### config.mk
export PLATFORM = sky130hd
export DESIGN_NAME = id_ex_stage
export DESIGN_NICKNAME = d
export VERILOG_FILES = /design/src/rtl/mips_pkg.sv /design/src/rtl/id_decoder.sv /design/src/rtl/id_ex_stage.sv
export SDC_FILE = /design/constraint.sdc
export NUM_CORES = 1
export LEC_CHECK = 0
export BUFFER_PORTS_ARGS = -buffer_cell sky130_fd_sc_hd__buf_2
export CAP_MARGIN = 20
export CORE_AREA = 2 2 144 146
export DETAILED_ROUTE_END_ITERATION = 10
export DIE_AREA = 0 0 146 148
export PLACE_DENSITY = 0.53
export SKIP_CTS_REPAIR_TIMING = 1
export SLEW_MARGIN = 20
export SYNTH_ARGS = -nofsm -noshare
export SYNTH_HDL_FRONTEND = slang
export SYNTH_SLANG_ARGS = --single-unit
### constraint.sdc
create_clock -name clk -period 12.23 [get_ports clk]
set_input_delay 0.6115 -clock clk [delete_from_list [all_inputs] [get_ports clk]]
set_output_delay 0.6115 -clock clk [all_outputs]
set_load 0.02 [all_outputs]
### src/rtl/mips_pkg.sv
// Shared decode types and opcode constants for the MIPS ID/EX slice.
package mips_pkg;

  typedef struct packed {
    logic       regwrite;
    logic       memread;
    logic       memwrite;
    logic       memtoreg;
    logic       alusrc;
    logic       regdst;
    logic       branch;
    logic       jump;
    logic [2:0] aluop;
  } ctrl_t;

  localparam logic [5:0] OP_RTYPE = 6'd0;
  localparam logic [5:0] OP_J     = 6'd2;
  localparam logic [5:0] OP_BEQ   = 6'd4;
  localparam logic [5:0] OP_ADDI  = 6'd8;
  localparam logic [5:0] OP_LW    = 6'd35;
  localparam logic [5:0] OP_SW    = 6'd43;

  localparam logic [2:0] ALU_ADD   = 3'b000;
  localparam logic [2:0] ALU_SUB   = 3'b001;
  localparam logic [2:0] ALU_RTYPE = 3'b010;
  localparam logic [2:0] ALU_ADDI  = 3'b011;

endpackage

### src/rtl/id_decoder.sv
// Combinational opcode decode: control bundle, which sources are read,
// and the destination register.
module id_decoder
  import mips_pkg::*;
#(
  parameter int RADDR_W = 5
) (
  input  logic [5:0]         opcode,
  input  logic [RADDR_W-1:0] rt,
  input  logic [RADDR_W-1:0] rd,
  output ctrl_t              ctrl,
  output logic               use_rs,
  output logic               use_rt,
  output logic [RADDR_W-1:0] wreg
);

  // Unlisted opcodes fall through to an all-zero control word (NOP).
  always_comb begin
    ctrl   = '0;
    use_rs = 1'b0;
    use_rt = 1'b0;
    wreg   = '0;
    case (opcode)
      OP_RTYPE: begin
        ctrl.regwrite = 1'b1;
        ctrl.regdst   = 1'b1;
        ctrl.aluop    = ALU_RTYPE;
        use_rs        = 1'b1;
        use_rt        = 1'b1;
        wreg          = rd;
      end
      OP_LW: begin
        ctrl.regwrite = 1'b1;
        ctrl.memread  = 1'b1;
        ctrl.memtoreg = 1'b1;
        ctrl.alusrc   = 1'b1;
        ctrl.aluop    = ALU_ADD;
        use_rs        = 1'b1;
        wreg          = rt;
      end
      OP_SW: begin
        ctrl.memwrite = 1'b1;
        ctrl.alusrc   = 1'b1;
        ctrl.aluop    = ALU_ADD;
        use_rs        = 1'b1;
        use_rt        = 1'b1;
      end
      OP_BEQ: begin
        ctrl.branch = 1'b1;
        ctrl.aluop  = ALU_SUB;
        use_rs      = 1'b1;
        use_rt      = 1'b1;
      end
      OP_ADDI: begin
        ctrl.regwrite = 1'b1;
        ctrl.alusrc   = 1'b1;
        ctrl.aluop    = ALU_ADDI;
        use_rs        = 1'b1;
        wreg          = rt;
      end
      OP_J: begin
        ctrl.jump = 1'b1;
      end
      default: ;
    endcase
  end

endmodule

### src/rtl/id_ex_stage.sv
// Decode stage with hazard detection, operand selection and the ID/EX register.
// Define ID_FORWARD_EN to forward from MEM/WB; otherwise stall on RAW hazards.
module id_ex_stage
  import mips_pkg::*;
#(
  parameter int XLEN    = 32,
  parameter int RADDR_W = 5
) (
  input  logic               clk,
  input  logic               rst,
  input  logic               if_valid,
  input  logic [31:0]        if_instr,
  input  logic [XLEN-1:0]    if_pc4,
  output logic [RADDR_W-1:0] rf_raddr1,
  output logic [RADDR_W-1:0] rf_raddr2,
  input  logic [XLEN-1:0]    rf_rdata1,
  input  logic [XLEN-1:0]    rf_rdata2,
  input  logic               mem_wen,
  input  logic [RADDR_W-1:0] mem_wreg,
  input  logic [XLEN-1:0]    mem_wdata,
  input  logic               wb_wen,
  input  logic [RADDR_W-1:0] wb_wreg,
  input  logic [XLEN-1:0]    wb_wdata,
  input  logic               ex_hold,
  input  logic               ex_flush,
  output logic               id_stall,
  output logic               ex_valid,
  output ctrl_t              ex_ctrl,
  output logic [XLEN-1:0]    ex_rs_val,
  output logic [XLEN-1:0]    ex_rt_val,
  output logic [XLEN-1:0]    ex_imm,
  output logic [RADDR_W-1:0] ex_rs,
  output logic [RADDR_W-1:0] ex_rt,
  output logic [RADDR_W-1:0] ex_wreg,
  output logic [XLEN-1:0]    ex_pc4
);

  logic [RADDR_W-1:0] rs, rt, rd, wreg;
  logic [XLEN-1:0]    imm, rs_val, rt_val;
  ctrl_t              ctrl;
  logic               use_rs, use_rt, ex_match, hazard;

  assign rs        = if_instr[21 +: RADDR_W];
  assign rt        = if_instr[16 +: RADDR_W];
  assign rd        = if_instr[11 +: RADDR_W];
  assign imm       = {{(XLEN-16){if_instr[15]}}, if_instr[15:0]};
  assign rf_raddr1 = rs;
  assign rf_raddr2 = rt;

  id_decoder #(.RADDR_W(RADDR_W)) u_decoder (
    .opcode (if_instr[31:26]),
    .rt     (rt),
    .rd     (rd),
    .ctrl   (ctrl),
    .use_rs (use_rs),
    .use_rt (use_rt),
    .wreg   (wreg)
  );

  assign ex_match = ex_valid && (ex_wreg != '0) &&
                    ((use_rs && ex_wreg == rs) || (use_rt && ex_wreg == rt));

`ifdef ID_FORWARD_EN
  // Only a load in EX can't be bypassed; everything else comes from MEM/WB.
  assign hazard = if_valid && ex_match && ex_ctrl.memread;

  always_comb begin
    rs_val = rf_rdata1;
    if (rs != '0 && mem_wen && mem_wreg == rs)     rs_val = mem_wdata;
    else if (rs != '0 && wb_wen && wb_wreg == rs)  rs_val = wb_wdata;
    rt_val = rf_rdata2;
    if (rt != '0 && mem_wen && mem_wreg == rt)     rt_val = mem_wdata;
    else if (rt != '0 && wb_wen && wb_wreg == rt)  rt_val = wb_wdata;
  end
`else
  logic mem_match;
  logic unused_fwd;

  // Without bypassing, wait until the producer has left MEM; WB writes the RF in time.
  assign mem_match  = mem_wen && (mem_wreg != '0) &&
                      ((use_rs && mem_wreg == rs) || (use_rt && mem_wreg == rt));
  assign hazard     = if_valid && ((ex_match && ex_ctrl.regwrite) || mem_match);
  assign rs_val     = rf_rdata1;
  assign rt_val     = rf_rdata2;
  assign unused_fwd = ^{mem_wdata, wb_wen, wb_wreg, wb_wdata};
`endif

  assign id_stall = !rst && !ex_flush && (ex_hold || hazard);

  // Flush beats hold, hold beats hazard; a stall or empty slot enters EX as a bubble.
  always_ff @(posedge clk or posedge rst) begin
    if (rst) begin
      ex_valid  <= 1'b0;
      ex_ctrl   <= '0;
      ex_rs_val <= '0;
      ex_rt_val <= '0;
      ex_imm    <= '0;
      ex_rs     <= '0;
      ex_rt     <= '0;
      ex_wreg   <= '0;
      ex_pc4    <= '0;
    end else if (ex_flush || (!ex_hold && (hazard || !if_valid))) begin
      ex_valid  <= 1'b0;
      ex_ctrl   <= '0;
      ex_rs_val <= '0;
      ex_rt_val <= '0;
      ex_imm    <= '0;
      ex_rs     <= '0;
      ex_rt     <= '0;
      ex_wreg   <= '0;
      ex_pc4    <= '0;
    end else if (!ex_hold) begin
      ex_valid  <= 1'b1;
      ex_ctrl   <= ctrl;
      ex_rs_val <= rs_val;
      ex_rt_val <= rt_val;
      ex_imm    <= imm;
      ex_rs     <= rs;
      ex_rt     <= rt;
      ex_wreg   <= wreg;
      ex_pc4    <= if_pc4;
    end
  end

endmodule

# After elaboration in Yosys (flattened, before gate mapping)

Cells that the tools add are included.

Multiplexer cells: 29
Reductions and logical operators: 31
Eq/ne operators: 10

Operators by type and width:

| operator                                              | number |
|---|---|
| two-way mux 32 bit                                    | 8 |
| two-way mux 5 bit                                     | 6 |
| two-way mux 11 bit                                    | 2 |
| equality test 5 bit                                   | 4 |
| logical AND 1 bit                                     | 13 |
| equality test 6 bit, second input constant            | 2 |
| two-way mux 1 bit                                     | 11 |
| case mux 5 bit (2 select lines)                       | 1 |
| nonzero test 5 bit                                    | 2 |
| OR reduction 3 bit                                    | 3 |
| equality test 6 x 2 -> 1 bit, second input constant   | 1 |
| equality test 6 x 3 -> 1 bit, second input constant   | 1 |
| equality test 6 x 4 -> 1 bit, second input constant   | 1 |
| logical NOT 6 bit                                     | 1 |
| logical OR 1 bit                                      | 6 |
| case mux 2 bit (3 select lines)                       | 1 |
| OR reduction 5 bit                                    | 1 |
| logical NOT 1 bit                                     | 4 |
| inequality test 2 x 1 -> 1 bit, second input constant | 1 |
| OR reduction 2 bit                                    | 1 |

Input bits: 209
Flip-flop bits (word level): 155
Logic and storage cells: 87
Output and inout port bits: 166

# Logic depth before layout (Yosys ltp)

Gate-level depths: netlist of run 1.

Depth after elaboration: 13
Mapped depth: 9
Gate-level depth less buffers: 6

# By module

A second synthesis of run 1 with hierarchy kept.

Cells, all modules: 426
Area, all modules: 5,871.9 um2

By module, submodules not included:

| module      | seq. area each (um2) | area an instance (um2) | instances | cells each |
|---|---|---|---|---|
| id_ex_stage | 3,478.3              | 5,622.9                | 1         | 392 |
| id_decoder  | 0.0                  | 249.0                  | 1         | 34 |

# Worst setup path before layout of run 1

OpenSTA, ideal clock, no wires.

Kind: in2out
From: in if_instr[26]
To: out id_stall
Arrival: 2.316 ns
Data required time: 11.618 ns
Stages: 6
Buffers on the path: 0
Slack: 9.303 ns
Cell sequence: or4_1 o31ai_1 nand3_1 a211oi_1 o21ai_0 a211oi_1

Word-level cells in the longest chain between the ends: 11
Elaborated cells on any way between the ends: 22
Those cells by class: 4 x eq/ne; 2 x mux; 16 x reduce/logical

Ends and longest elaborated chain:

| element                                                            | RTL line          | RTL |
|---|---|---|
| start: declaration                                                 | id_ex_stage.sv:12 | `input logic [31:0] if_instr,` |
| equality test 6 bit (tied with other cells)                        | id_decoder.sv:23  | `case (opcode)` |
| OR reduction 5 bit (no line) or OR reduction 3 bit (tied branches) | --                |  |
| two-way mux 1 bit                                                  | id_decoder.sv:23  |  |
| logical AND 1 bit                                                  | id_ex_stage.sv:61 | `((use_rs && ex_wreg == rs) \|\| (use_rt && ex_wreg == rt));` |
| logical OR 1 bit                                                   | id_ex_stage.sv:61 |  |
| logical AND 1 bit                                                  | id_ex_stage.sv:60 | `assign ex_match = ex_valid && (ex_wreg != '0) &&` |
| logical AND 1 bit                                                  | id_ex_stage.sv:82 | `assign hazard = if_valid && ((ex_match && ex_ctrl.regwrite) \|\| mem_match);` |
| logical OR 1 bit (*)                                               | id_ex_stage.sv:82 |  |
| logical AND 1 bit (*)                                              | id_ex_stage.sv:82 |  |
| logical OR 1 bit (*)                                               | id_ex_stage.sv:88 | `assign id_stall = !rst && !ex_flush && (ex_hold \|\| hazard);` |
| logical AND 1 bit (*)                                              | id_ex_stage.sv:88 |  |
| end: declaration                                                   | id_ex_stage.sv:26 | `output logic id_stall,` |

Mark *: on every way between the ends. The rest lies on a longest branch, timed or not.

# Final worst setup path of run 1

From: in if_instr[29]
To: out id_stall

The elaborated chain is that of the path after synthesis.

==> flow_summary.rst, run 1 <==
.. list-table::
   :header-rows: 1

   * - Metric
     - Value
   * - Ports
     - between 300 and 400
   * - Sort of element at the start of the critical path
     - input pin
   * - Inserted Diodes
     - 0
   * - Die Footprint
     - 0.02161 mm2
   * - Maxcap violations
     - 0
   * - Number of storage elements in the synthesis netlist
     - ~140
   * - Leakage
     - about 0.0042 uW
   * - Cell breakdown of the critical path
     - buf_2 > or4_1 > o31ai_1 > nand3_1 > a211oi_1 > o21ai_0 > a211oi_1 > buf_2
   * - Worst-Margin Slew
     - between 1 and 1.5 ns
   * - Clk sinks
     - between 100 and 150
   * - Area share of the leading cell type in the synthesized netlist
     - 0.6163
   * - Leading cell type in the layout, fill and taps excluded
     - buf_2
   * - Required time at the endpoint of the critical path
     - between 10 and 15 ns
   * - Total negative slack
     - 0 ns
   * - Clk Latency, worst-skew pair
     - about 0.4 ns
   * - Largest net degree at the start of global routing
     - 105
   * - Global-route wire length before repair
     - 25.94 mm
   * - Final layout net count
     - slightly below 900
   * - Routed wire length per instance
     - around 18 um
   * - Maximum single-stage delay on the critical path
     - about 0.54 ns
   * - Maximum clock insertion buffer count
     - 2
   * - Mapped Cells
     - ~400
   * - Synthesis-to-layout area growth
     - 36.53%
   * - P per Cell Area
     - approximately 140 mW/mm2
   * - Standard-cell row count
     - 52
   * - Min-delay worst type
     - input pin to asynchronous set/reset pin
   * - Buffer type at the clock tree root
     - clkbuf_16
   * - Part of the Yosys area used for sequential elements
     - 0.6163
   * - Weighted congestion reported at the end of routability-driven placement
     - 0.7644
   * - Leading cell types by total area after synthesis
     - dfrtp_1 62%, a22o_1 22%, buf_4 3.8%
   * - Total nets after synthesis
     - 616
   * - DP Cell Count
     - slightly above 900
   * - Cell type with the highest aggregate area in the netlist
     - dfrtp_1
   * - Distinct cell type count of the synthesized netlist
     - 28
   * - Largest fanout on the critical path
     - 12
   * - Critical path type
     - input pin to output port
   * - Endpoints failing setup
     - 0
   * - Residual DRC count
     - 0
   * - Maximum clock rate
     - just under 300 MHz
   * - Maximum ir drop on the vdd rail
     - ~73 uV
   * - Cell area after synthesis
     - 0.005563 mm2
   * - Die width
     - around 150 um
   * - Commonest cells after routing, fill and taps aside
     - 303 x buf_2, 139 x a22o_1, 137 x dfrtp_1
   * - Via count
     - roughly 4.6k
   * - First-pass iteration count of the detailed router
     - 4
   * - Violation count after the first detailed-routing iteration
     - 190
   * - Clock-pin transition on the worst setup and hold timing paths
     - approximately 0.060 ns
   * - Overall global routing resource usage
     - 0.1522
   * - Via count of the first global-routing pass
     - 4,651
   * - Initial antenna violation count
     - 0
   * - Vert. Die Dim
     - between 100 and 150 um
   * - Crit. End Element
     - output port
   * - Max-slew violation count
     - 0
   * - Sum of routed wire length over all layers
     - between 15 and 20 mm
   * - Status
     - complete, no violations
   * - Fraction of final layout cells with drive strength greater than 1
     - 0.5007
   * - CTS tree
     - yes
   * - Inserted Clock Buffers
     - 17
   * - Core region area
     - 0.02004 mm2
   * - Post-Route Skew
     - around 0.011 ns
   * - Global route overflow
     - 0
   * - Starting density of the core
     - 0.2776
   * - Yosys synthesis warning count
     - 0
   * - Period minus WS final
     - roughly 3.4 ns
   * - Setup repair after global routing missed its margin
     - false
   * - Total number of H-tree levels
     - 4
   * - CP max stage cell
     - a211oi_1
   * - Post-Syn Area per Cell
     - around 14 um2
   * - Arrival time at the worst endpoint
     - ~2.8 ns
   * - Worst max-slew margin expressed relative to the limit
     - 0.2984
   * - Final standard cell count with taps included and fillers excluded
     - between 900 and 1k
   * - Count of input and output buffers
     - around 300
   * - Final period utilization
     - 0.2775
   * - Number of hold violations in the final report
     - 0
   * - Via/cell ratio
     - approximately 4.8
   * - Antenna-violating nets left
     - 0
   * - Half-perimeter wire length after detailed placement
     - 11.89 mm
==> critical path, delay by kind of cell <==
family                 cells  cell delay, ns
AO/OA/AOI/OAI              4            1.15
AND/OR/NAND/NOR            2            0.63
buffers and inverters      2            0.38
==> per-stage QoR <==
| stage | hold slack, ns | setup slack (ns) | total power, uW | utilization | instance area [um2] |
|---|---|---|---|---|---|
| finish | 0.3452 | 8.836 | 1081 | 0.3790 | 7595 |
| global placement | 0.4817 | 8.338 | 606.3 | 0.3504 | 7022 |
| global route | 0.3980 | 8.780 | 1131 | 0.3790 | 7595 |
| detailed placement | 0.4777 | 8.252 | 608.9 | 0.3504 | 7022 |
| floorplan | 0.6087 | 7.951 | 557.7 | - | 5563 |
| CTS | 0.3916 | 8.531 | 1099 | 0.3781 | 7576 |
==> flip-flops by register name, indices dropped and copies added, names as in the netlist, 5 cells and up <==
| signal | flops |
|---|---|
| ex_rt | 5 |
| ex_rt_val | 32 |
| ex_rs_val | 32 |
| ex_pc4 | 32 |
| ex_ctrl | 9 |
| ex_rs | 5 |
| ex_imm | 16 |
| ex_wreg | 5 |
==> kinds of logic (layout without fill, tap and decap cells) <==
kind of cell,count (synthesis),in the layout,synth area share
other,1,1,0.0006741
flip-flops,137,137,0.6163
AO/OA/AOI/OAI,152,152,0.2362
AND/OR/NAND/NOR,33,33,0.03194
buffers and inverters,63,343,0.08187
XOR/XNOR,21,21,0.03306
==> Yosys cell counts <==
library cell	instances
a22o_1	139
dfrtp_1	137
buf_4	28
clkbuf_1	16
xor2_1	16
buf_6	15
nor3_1	10
nor2_1	6
nand3_1	5
xnor2_1	5
or4_1	4
a211oi_1	3
inv_1	3
a21o_1	2
a32o_1	2
nand2_1	2
nand2b_1	2
o21ai_0	2
a21oi_1	1
buf_2	1
conb_1	1
nor3_2	1
nor3b_1	1
nor4_1	1
o211ai_1	1
o2bb2ai_1	1
o31ai_1	1
or2_2	1
==> area by class of cell <==
type | instances | area [um2]
clock buffers | 18 | 439.2
fillers | 2012 | 12440
clock inverters | 14 | 115.1
well taps | 270 | 337.8
inverters | 3 | 16.27
flip-flops and latches | 137 | 3428
repair buffers | 308 | 1565
multi-input cells | 207 | 1693
==> power by group <==
| part | total [uW] | internal [uW] | switching [uW] |
|---|---|---|---|
| Sequential | 478 | 469 | 8.79 |
| Clock | 482 | 269 | 213 |
| Combinational | 122 | 45.3 | 76.3 |
| Total | 1080 | 783 | 298 |
==> worst paths after layout <==
kind                                    start             to  slack, ns  cells past startpoint
worst max-delay path             if_instr[29]       id_stall       8.84                      8
worst min-delay path                      rst     ex_pc4[18]       0.35                      2
worst max register to register     ex_wreg[2]  ex_rt_val[10]       9.09                      7
worst min register to register     ex_ctrl[8]     ex_ctrl[8]       0.49                      1
max in group asynchronous                 rst  ex_rs_val[10]      10.66                      3
min in group clk                rf_rdata1[30]  ex_rs_val[30]       0.42                      2
==> routing by layer <==
| layer | track usage | wire length (um) |
|---|---|---|
| met5 | 0 | 0 |
| met4 | 0.05777 | 336 |
| met3 | 0.03457 | 975 |
| met2 | 0.2462 | 8151 |
| met1 | 0.2001 | 7420 |
No activity file was read; power rests on OpenSTA's default activity.
==> run 2, diff against run 1 <==
- CORE_AREA: 2 2 144 146 -> 2 2 145 147
- DIE_AREA: 0 0 146 148 -> 0 0 147 149
- clock period: 12.23 -> 3.3 ns (I/O delays scaled with it)
==> flow_summary.rst, run 2 (synthesis gave the netlist of run 1 again) <==
.. list-table::
   :header-rows: 1

   * - Metric
     - Value
   * - Vert. Die Dim
     - 149 um (was 148 um)
   * - Setup repair after global routing missed its margin
     - false (unchanged)
   * - P per Cell Area
     - 500.0 mW/mm2 (was 142.4 mW/mm2)
   * - Starting density of the core
     - 0.2706 (was 0.2776)
   * - Sum of routed wire length over all layers
     - 17.72 mm (was 16.88 mm)
   * - Fill cells
     - 1,938 (was 2,012)
   * - FF-to-FF Start
     - ex_wreg[1] (was ex_wreg[2])
   * - Period minus WS final
     - around 2.7 ns
   * - Die Footprint
     - 0.02190 mm2 (was 0.02161 mm2)
   * - Largest fanout on the critical path
     - 5 (was 12)
   * - Standard-cell row count
     - 53 (was 52)
   * - Storage element area
     - 0.003428 mm2 (unchanged)
   * - Sort of element at the start of the critical path
     - flop (was input pin)
   * - Ports
     - 375 (unchanged)
   * - Design Area, Final
     - 0.008826 mm2 (was 0.007595 mm2)
   * - Number of hold violations in the final report
     - 0 (unchanged)
   * - Largest net degree at the start of global routing
     - 103 (was 105)
   * - Half-perimeter wire length after detailed placement
     - 11.60 mm (was 11.89 mm)
   * - Buffer type at the clock tree root
     - clkbuf_16 (unchanged)
   * - End of the worst register-to-register path
     - ex_ctrl[8] (was ex_rt_val[10])
   * - Clock-pin transition on the worst setup and hold timing paths
     - 0.06 ns (about the same)
   * - Clk sinks
     - 137 (unchanged)
   * - Worst-Margin Slew
     - 0.9236 ns (was 1.044 ns)
   * - Via count of the first global-routing pass
     - 4,424 (was 4,651)
   * - Via/cell ratio
     - 4.558 (was 4.766)
   * - Weighted congestion reported at the end of routability-driven placement
     - 0.7794 (was 0.7644)
   * - Commonest cells after routing, fill and taps aside
     - 303 x buf_2, 139 x a22o_1, 137 x dfrtp_1 (unchanged)
   * - Routed wire length per instance
     - 16.53 um (was 17.64 um)
   * - Count of input and output buffers
     - 303 (unchanged)
   * - Min-delay worst type
     - input pin to flop (was input pin to asynchronous set/reset pin)
   * - Core region area
     - 0.02056 mm2 (was 0.02004 mm2)
   * - Slack of the worst reg-to-reg path
     - 0.99 ns (was 9.09 ns)
   * - Global-route wire length before repair
     - 24.45 mm (was 25.94 mm)
   * - Final layout net count
     - 994 (was 883)
   * - Violation count after the first detailed-routing iteration
     - 208 (was 190)
   * - Via count
     - 4,886 (was 4,561)
   * - Initial antenna violation count
     - 0 (unchanged)
   * - Crit. End Element
     - output port (unchanged)
   * - Maximum ir drop on the vdd rail
     - 307.7 uV (was 73.20 uV)
   * - Residual DRC count
     - 0 (unchanged)
   * - Biggest registers after layout
     - ex_pc4: 32 flops, ex_rs_val: 32 flops, ex_rt_val: 32 flops (unchanged)
   * - Maximum clock insertion buffer count
     - 2 (unchanged)
   * - Endpoints failing setup
     - 0 (unchanged)
   * - Post-Route Skew
     - 0.01323 ns (was 0.01112 ns)
   * - First-pass iteration count of the detailed router
     - 4 (unchanged)
   * - Inserted Diodes
     - 0 (unchanged)
   * - WHS Path Cells
     - 2
   * - Antenna-violating nets left
     - 0 (unchanged)
   * - Depth of the most critical reg-to-reg path
     - 7 (unchanged)
   * - Leakage
     - 0.004760 uW (was 0.004245 uW)
   * - Worst max-slew margin expressed relative to the limit
     - 0.3795 (was 0.2984)
   * - Worst Setup EP
     - id_stall (unchanged)
   * - Power, Total
     - 4413 uW (was 1081 uW)
   * - Inserted Clock Buffers
     - 17 (unchanged)
   * - Leading cell type in the layout, fill and taps excluded
     - buf_2 (unchanged)
   * - Arrival time at the worst endpoint
     - 2.56 ns (was 2.78 ns)
   * - Required time at the endpoint of the critical path
     - 3.13 ns (was 11.62 ns)
   * - Global route overflow
     - 0 (unchanged)
   * - Worst setup path start
     - ex_wreg[1] (was if_instr[29])
   * - Total area of multi-input combinational cells
     - 0.001693 mm2 (unchanged)
   * - Maximum clock rate
     - between 300 and 400 MHz
   * - Total negative slack
     - 0 ns (unchanged)
   * - Final period utilization
     - 0.8247
   * - Die width
     - 147 um (was 146 um)
   * - Clk Latency, worst-skew pair
     - 0.42 ns (was 0.41 ns)
   * - Max-slew violation count
     - 0 (unchanged)
   * - Status
     - complete, no violations (unchanged)
   * - Overall global routing resource usage
     - 0.1446 (was 0.1522)
   * - Total number of H-tree levels
     - 4 (unchanged)
   * - Area post-placement
     - 0.007072 mm2 (was 0.007022 mm2)
   * - Fraction of final layout cells with drive strength greater than 1
     - 0.4279 (was 0.5007)
   * - Synthesis-to-layout area growth
     - 58.66% (was 36.53%)
   * - Critical path type
     - flop to output port (was input pin to output port)
   * - CTS tree
     - yes (unchanged)
   * - Maxcap violations
     - 0 (unchanged)
==> run 2: cell types whose count changed in the layout (fill, tap and decap cells not counted), sizes merged <==
cell         change
inv              -6
bufinv           +5
dlygate4sd3    +111
clkbuf           +2
clkinvlp         -2
==> run 2: worst min-delay path by stage <==
stage	start	endpoint	slack (ns)
finish	if_instr[14]	ex_imm[14]	0.02
global route	if_instr[14]	ex_imm[14]	0.02
CTS	rst	ex_ctrl[3]	-0.16
detailed placement	rst	ex_ctrl[3]	0.29
global placement	rst	ex_ctrl[3]	0.29
floorplan	if_instr[0]	ex_imm[0]	0.30
==> run 2: stage by stage <==
stage | hold slack [ns] | utilization | setup slack [ns] | std cells
after floorplan | 0.2977 | - | 1.180 | 407
after global placement | 0.2936 | 0.3440 | 0.8532 | 930
after detailed placement | 0.2906 | 0.3440 | 0.8199 | 930
after CTS | -0.1602 | 0.3753 | 0.5663 | 961
after global routing | 0.01565 | 0.4293 | 0.3946 | 1072
final | 0.01591 | 0.4293 | 0.5785 | 1072
==> run 2: area by class of cell <==
cell class              instances  area share
well taps                     275     0.03898
clock buffers                  20     0.05061
repair buffers                419      0.3062
clock inverters                11     0.02226
multi-input cells             207      0.1918
flip-flops and latches        137      0.3884
inverters                       3    0.001701
==> run 2: report_power, final <==
group / internal, uW / leakage (uW) / switching, uW
Combinational: 257 / 0.00258 / 302
Sequential: 1740 / 0.00187 / 33.4
Clock: 1360 / 0.000306 / 723
Total: 3350 / 0.00476 / 1060
==> run 2: routing by layer <==
metal / track usage / vias up / wire [um]
li1: - / 2275 / -
met1: 0.1836 / 2384 / 7596
met2: 0.2333 / 185 / 8799
met3: 0.03517 / 42 / 780
met4: 0.06923 / 0 / 547
met5: 0 / - / 0
==> run 2: worst max-delay path: stages (launching register included) <==
cell	delay, ns
dfrtp_1	0.45
xor2_1	0.19
nor3_1	0.21
nand3_1	0.11
a211oi_1	0.51
o21ai_0	0.19
a211oi_1	0.27
buf_2	0.21
